--- config.mk ---
export PLATFORM = sky130hd
export DESIGN_NAME = alu_result_stage
export DESIGN_NICKNAME = d
export VERILOG_FILES = /design/src/rtl/alu_pkg.sv /design/src/rtl/alu_result_fifo.sv /design/src/rtl/alu_result_stage.sv
export SDC_FILE = /design/constraint.sdc
export NUM_CORES = 1
export LEC_CHECK = 0
export ABC_AREA = 1
export CAP_MARGIN = 15
export CORE_MARGIN = 4
export CORE_UTILIZATION = 45
export DETAILED_ROUTE_END_ITERATION = 12
export HOLD_SLACK_MARGIN = 0.1
export PLACE_DENSITY = 0.73
export SKIP_LAST_GASP = 1
export SLEW_MARGIN = 10
export SYNTH_ARGS = -nofsm -noshare
export SYNTH_HDL_FRONTEND = slang
export SYNTH_SLANG_ARGS = --single-unit
--- constraint.sdc ---
create_clock -name Clk -period 4 [get_ports Clk]
set_clock_uncertainty 0.15 [all_clocks]
set_input_delay 0.8 -clock Clk [delete_from_list [all_inputs] [get_ports Clk]]
set_output_delay 0.8 -clock Clk [all_outputs]
set_load 0.05 [all_outputs]
--- src/rtl/alu_pkg.sv ---
// Shared constants and entry payload for the ALU result stage.
//   WIDTH          : adder datapath width
//   FLAG_*         : bit positions inside the 4-bit {N,Z,C,V} flag field
//   alu_entry_t    : one buffered {result, flags} entry
//   pack_flags()   : assembles the flag field from individual bits
package alu_pkg;

    localparam int unsigned WIDTH    = 32;
    localparam int unsigned FLAG_W   = 4;
    localparam int unsigned FLAG_N   = 3;
    localparam int unsigned FLAG_Z   = 2;
    localparam int unsigned FLAG_C   = 1;
    localparam int unsigned FLAG_V   = 0;
    localparam int unsigned STICKY_W = 2;
    localparam int unsigned OVF_W    = 8;
    localparam int unsigned OCC_W    = 4;

    typedef struct packed {
        logic [WIDTH-1:0]  result;
        logic [FLAG_W-1:0] flags;
    } alu_entry_t;

    // Place each flag at its architectural bit position.
    function automatic logic [FLAG_W-1:0] pack_flags(input logic n, input logic z,
                                                     input logic c, input logic v);
        logic [FLAG_W-1:0] f;
        f         = '0;
        f[FLAG_N] = n;
        f[FLAG_Z] = z;
        f[FLAG_C] = c;
        f[FLAG_V] = v;
        return f;
    endfunction

endpackage

--- src/rtl/alu_result_fifo.sv ---
// Entry buffer for the ALU result stage: storage, wrapping pointers, occupancy.
//   Clk, Reset    : clock, synchronous active-high reset
//   i_push        : request to write i_entry (ignored when full)
//   i_entry       : entry to write
//   i_pop         : request to retire the head (ignored when empty)
//   o_in_ready    : space available (registered-state only)
//   o_out_valid   : head entry present
//   o_head        : head entry, all zero when empty
//   o_count       : number of stored entries
module alu_result_fifo
    import alu_pkg::*;
#(
    parameter int unsigned DEPTH = 2
) (
    input  logic             Clk,
    input  logic             Reset,
    input  logic             i_push,
    input  alu_entry_t       i_entry,
    input  logic             i_pop,
    output logic             o_in_ready,
    output logic             o_out_valid,
    output alu_entry_t       o_head,
    output logic [OCC_W-1:0] o_count
);

    localparam int unsigned PTR_W = (DEPTH > 1) ? $clog2(DEPTH) : 1;

    alu_entry_t       r_mem [DEPTH];
    logic [PTR_W-1:0] r_wr_ptr;
    logic [PTR_W-1:0] r_rd_ptr;
    logic [OCC_W-1:0] r_count;

    logic w_do_push;
    logic w_do_pop;

    // Pointers wrap explicitly so non-power-of-two depths work.
    function automatic logic [PTR_W-1:0] ptr_inc(input logic [PTR_W-1:0] p);
        return (p == PTR_W'(DEPTH - 1)) ? '0 : p + PTR_W'(1);
    endfunction

    always_comb begin
        o_in_ready  = (r_count < OCC_W'(DEPTH));
        o_out_valid = (r_count != '0);
        o_head      = o_out_valid ? r_mem[r_rd_ptr] : '0;
        o_count     = r_count;
        w_do_push   = i_push && o_in_ready;
        w_do_pop    = i_pop && o_out_valid;
    end

    // Storage is not reset; the head is masked whenever occupancy is zero.
    always_ff @(posedge Clk) begin
        if (w_do_push) begin
            r_mem[r_wr_ptr] <= i_entry;
        end
    end

    always_ff @(posedge Clk) begin
        if (Reset) begin
            r_wr_ptr <= '0;
            r_rd_ptr <= '0;
            r_count  <= '0;
        end else begin
            if (w_do_push) begin
                r_wr_ptr <= ptr_inc(r_wr_ptr);
            end
            if (w_do_pop) begin
                r_rd_ptr <= ptr_inc(r_rd_ptr);
            end
            case ({w_do_push, w_do_pop})
                2'b10:   r_count <= r_count + OCC_W'(1);
                2'b01:   r_count <= r_count - OCC_W'(1);
                default: r_count <= r_count;
            endcase
        end
    end

endmodule

--- src/rtl/alu_result_stage.sv ---
// ALU result stage: buffers adder results with {N,Z,C,V} flags and keeps
// sticky carry/overflow flags plus a saturating overflow counter.
//   Clk, Reset                     : clock, synchronous active-high reset
//   InValid/InReady                : upstream handshake
//   ResultC, CarryOut, Overflow,
//   Negative                       : adder sum and flags
//   OutValid/OutReady              : downstream handshake
//   OutData, OutFlags              : head result and {N,Z,C,V}, zero when empty
//   StickyFlags                    : sticky {C,V}
//   ClearSticky                    : clears StickyFlags and OvfCount
//   OvfCount                       : saturating count of accepted V=1 entries
//   Occupancy                      : stored entry count
module alu_result_stage
    import alu_pkg::*;
#(
    parameter int unsigned DEPTH = 2,
    parameter int unsigned WIDTH = alu_pkg::WIDTH
) (
    input  logic                Clk,
    input  logic                Reset,
    input  logic                InValid,
    output logic                InReady,
    input  logic [WIDTH-1:0]    ResultC,
    input  logic                CarryOut,
    input  logic                Overflow,
    input  logic                Negative,
    output logic                OutValid,
    input  logic                OutReady,
    output logic [WIDTH-1:0]    OutData,
    output logic [FLAG_W-1:0]   OutFlags,
    output logic [STICKY_W-1:0] StickyFlags,
    input  logic                ClearSticky,
    output logic [OVF_W-1:0]    OvfCount,
    output logic [OCC_W-1:0]    Occupancy
);

    localparam int unsigned DP_W    = alu_pkg::WIDTH;
    localparam int unsigned STK_C   = 1;
    localparam int unsigned STK_V   = 0;
    localparam logic [OVF_W-1:0] OVF_MAX = '1;

    alu_entry_t            w_in_entry;
    alu_entry_t            w_head;
    logic                  w_push;
    logic                  w_pop;
    logic [STICKY_W-1:0]   r_sticky;
    logic [OVF_W-1:0]      r_ovf_cnt;

    // Z is resolved at capture so the buffer carries a complete flag set.
    always_comb begin
        w_in_entry.result = DP_W'(ResultC);
        w_in_entry.flags  = pack_flags(Negative, (ResultC == '0), CarryOut, Overflow);
        w_push            = InValid && InReady;
        w_pop             = OutValid && OutReady;
    end

    alu_result_fifo #(
        .DEPTH (DEPTH)
    ) u_fifo (
        .Clk         (Clk),
        .Reset       (Reset),
        .i_push      (InValid),
        .i_entry     (w_in_entry),
        .i_pop       (OutReady),
        .o_in_ready  (InReady),
        .o_out_valid (OutValid),
        .o_head      (w_head),
        .o_count     (Occupancy)
    );

    always_comb begin
        OutData     = WIDTH'(w_head.result);
        OutFlags    = w_head.flags;
        StickyFlags = r_sticky;
        OvfCount    = r_ovf_cnt;
    end

    // Sticky bits: a setting acceptance beats a concurrent clear.
    always_ff @(posedge Clk) begin
        if (Reset) begin
            r_sticky <= '0;
        end else begin
            if (w_push && CarryOut) begin
                r_sticky[STK_C] <= 1'b1;
            end else if (ClearSticky) begin
                r_sticky[STK_C] <= 1'b0;
            end
            if (w_push && Overflow) begin
                r_sticky[STK_V] <= 1'b1;
            end else if (ClearSticky) begin
                r_sticky[STK_V] <= 1'b0;
            end
        end
    end

    // Overflow counter saturates; clear plus a counted acceptance restarts at 1.
    always_ff @(posedge Clk) begin
        if (Reset) begin
            r_ovf_cnt <= '0;
        end else if (w_push && Overflow) begin
            if (ClearSticky) begin
                r_ovf_cnt <= OVF_W'(1);
            end else if (r_ovf_cnt != OVF_MAX) begin
                r_ovf_cnt <= r_ovf_cnt + OVF_W'(1);
            end
        end else if (ClearSticky) begin
            r_ovf_cnt <= '0;
        end
    end

endmodule

==> summary.txt <==
Yosys
  • Number of synthesized register bits: 89
  • Post-synthesis sequential area ratio: 0.6277
  • EDFF count, synth: 72
  • Cell area after synthesis: 3986 sq um
  • Warnings from Yosys: 0
  • Netlist cell types: 32
  • Cells after Synth: 342
  • Synth Flop Type: edfxtp_1
  • Cell taking the most area after synthesis: edfxtp_1
  • Fraction of post-synthesis cell area in the top cell type by area: 0.5424
  • Synth top area cells: edfxtp_1 54%, mux2_2 10%, dfxtp_1 8.5%
  • Post-synth net total: 386
  • Asr flop ratio synth: 0
  • Mapped Avg Cell Area: 11.66 sq um

Die
  • FP Rows: 34
  • Initial Utilization: 0.4593
  • I/O Pins: 92
  • Die ar.: 10,430 sq um
  • Die width: 102.1 um
  • Area of the core: 8678 sq um
  • DIE HEIGHT: 102.1 um

Timing
  • Fin crit share: 0.8971
  • Max-slew violations: 0
  • Rel. slew slack: 0.4156
  • Min Tclk post-route: 3.588 ns
  • Setup_tns: 0 ns
  • RSZ-0062 raised after global routing: no
  • Worst Tran Pin Value: 0.8735 ns
  • FMAX: 0.2787 GHz
  • Finish-stage setup viols: 0
  • Number of hold violations in the final report: 0

Clock network
  • Clock transition at path regs: 0.09 ns
  • Clk_lat worst skew: 0.35 ns
  • TritonCTS clock tree: done
  • Clk buf depth: 2
  • Clock sink count: 89
  • Setup repair bufs after CTS: 0
  • Htree depth: 3
  • Post-cts resize count: 0
  • CTS root buffer: clkbuf_8
  • Cts bufs inserted: 9
  • Post-CTS Hold Buffers: 0

Setup path
  • CP max FO: 38
  • CP required: 3.05 ns
  • R2r startpoint: u_fifo.o_count[2]$_SDFFE_PP0P_
  • Critical Path AT: 2.64 ns
  • Critical path type: reg -> out
  • Worst Setup Start Kind: flop
  • CP Capture Type: primary output
  • Worst r2r path cells: 13
  • R2R Setup Slk: 1.16 ns
  • Worst reg2reg endpoint: u_fifo.o_count[2]$_SDFFE_PP0P_

Layout
  • P&R area growth vs syn: 30.16%
  • Final instance count without filler cells: 552
  • Ant diodes: 0
  • Share of cells above drive strength 1: 0.1892
  • Final nets: 483

Worst hold path
  • Worst Hold Depth: 2
  • Hold Path Class: reg -> reg
  • Hold Path End: StickyFlags[1]$_SDFFE_PP0P_
  • Hold wc startpoint: StickyFlags[1]$_SDFFE_PP0P_

Power
  • Power Dens Cells: 757.5 nW/um^2
  • VDD IR max: 0.7094 mV
  • Power, Total: 3.930 mW
  • P_leak: 2.025 nW

Flow run
  • Max-cap check violation count: 0

Global routing
  • Grt ovf: 0
  • Largest net degree at the start of global routing: 39
  • First-pass GRT wire length: 12,230 um
  • Initial antenna violation count: 0
  • Vias in the first global route: 2,572
  • All-Layer GR Usage: 0.1537

Detailed routing
  • DRC: 0
  • Vias per cell: 4.846
  • Routed len/inst: 13.95 um
  • Routed vias: 2,675
  • Final ANT Viol Nets: 0
  • DRT Wirelength: 7699 um
  • DRT Pass-1 Iters: 4
  • Iter 0 DRT Violations: 93

Placed design
  • Buffers on Ports: 91
  • Final HPWL DP: 5453 um
  • # placed instances: 536
  • RePlAce Congestion: 0.8156

Status
  • Status: complete, no violations
[cells by family after synthesis]
group | after synthesis | share of synthesized area
buf+inv | 64 | 0.07188
fa+ha+maj | 4 | 0.01256
simple gates | 128 | 0.1566
mux | 36 | 0.1017
compound gates | 19 | 0.02511
flops | 89 | 0.6277
xor+xnor | 2 | 0.004395
[flip-flops by register name, summed over array words and instances (netlist names), named ones only]
signal,flops
u_fifo.r_mem,72
StickyFlags,2
u_fifo.o_count,4
u_fifo.r_rd_ptr,1
OvfCount,8
u_fifo.r_wr_ptr,1
[critical path, stage by stage, from the launching register on]
cell and delay, ns:
dfxtp_1 0.53, nor3_4 0.08, nand2_2 0.65, nand2_1 0.11, inv_1 0.11, clkdlybuf4s50_1 0.81
[layout make-up]
cell class              instances  area, sq um
clock buffers                   9        123.9
clock inverters                 7        53.80
fillers                       742         3490
inverters                      55        206.4
multi-input cells             189         1212
flip-flops and latches         89         2504
well taps                     108        135.1
repair buffers                 95        953.4
[per-layer routing]
layer / part of all wire / up-vias / global-route usage / wire length (um)
met5: 0 / - / 0 / 0
met4: 0.014 / 0 / 0.06054 / 110
met3: 0.058 / 11 / 0.03345 / 448
met2: 0.46 / 71 / 0.2434 / 3541
met1: 0.47 / 1253 / 0.2075 / 3599
li1: - / 1340 / - / -
[through the flow]
stage / instance area (sq um) / setup slack, ns / util / hold slack, ns
6_report: 5189 / 0.4117 / 0.5979 / 0.3296
5_1_grt: 5189 / 0.2077 / 0.5979 / 0.3488
4_1_cts: 5189 / 0.3796 / 0.5979 / 0.3271
3_5_place_dp: 5011 / 0.7771 / 0.5774 / 0.3119
3_3_place_gp: 5011 / 0.8196 / 0.5774 / 0.3123
2_1_floorplan: 3986 / 0.8890 / - / 0.3105
[cell usage after synthesis, types with 2 or more instances]
library cell   n
a21oi_1       15
buf_2          3
buf_6          3
dfxtp_1       17
edfxtp_1      72
ha_1           4
inv_1         48
inv_2          7
mux2_2        36
nand2_1       58
nand2_2       13
nand3_1       11
nand3b_1       2
nand4_1        5
nor2_1        23
nor2_4         2
nor3_1         3
nor4_1         4
o21ai_0        2
xnor2_1        2
[worst max-delay path by stage]
| stage | from | endpoint | slack (ns) | cells past startpoint |
|---|---|---|---|---|
| after floorplan | InValid | u_fifo.r_mem[1][0]$_DFFE_PP_ | 0.89 | 2 |
| after global placement | u_fifo.o_count[2]$_SDFFE_PP0P_ | OutData[3] | 0.82 | 5 |
| after detailed placement | u_fifo.o_count[2]$_SDFFE_PP0P_ | OutData[3] | 0.78 | 5 |
| after CTS | u_fifo.o_count[3]$_SDFFE_PP0P_ | OutData[3] | 0.38 | 5 |
| after global routing | u_fifo.o_count[2]$_SDFFE_PP0P_ | OutData[3] | 0.21 | 5 |
| final | u_fifo.o_count[3]$_SDFFE_PP0P_ | OutData[3] | 0.41 | 5 |
[report_power, final]
group | total (mW) | switching, mW | leakage, nW | internal, mW
clock network | 0.552 | 0.322 | 0.0839 | 0.230
registers | 1.26 | 0.0766 | 0.802 | 1.18
logic | 2.12 | 1.40 | 1.14 | 0.726
[placed cells by master (no fill, tap or decap), types with 3 or more instances in the layout]
master / netlist / final
clkdlybuf4s50_1: 0 / 91
edfxtp_1: 72 / 72
nand2_1: 58 / 58
inv_1: 48 / 48
mux2_2: 36 / 36
nor2_1: 23 / 21
dfxtp_1: 17 / 16
a21oi_1: 15 / 15
nand2_2: 13 / 13
nand3_1: 11 / 11
clkbuf_8: 0 / 9
inv_2: 7 / 7
nand4_1: 5 / 5
nor2_4: 2 / 4
nor4_1: 4 / 4
ha_1: 4 / 4
nor3_1: 3 / 3
buf_4: 1 / 3
Note: power is estimated with default switching activity, not from simulation.
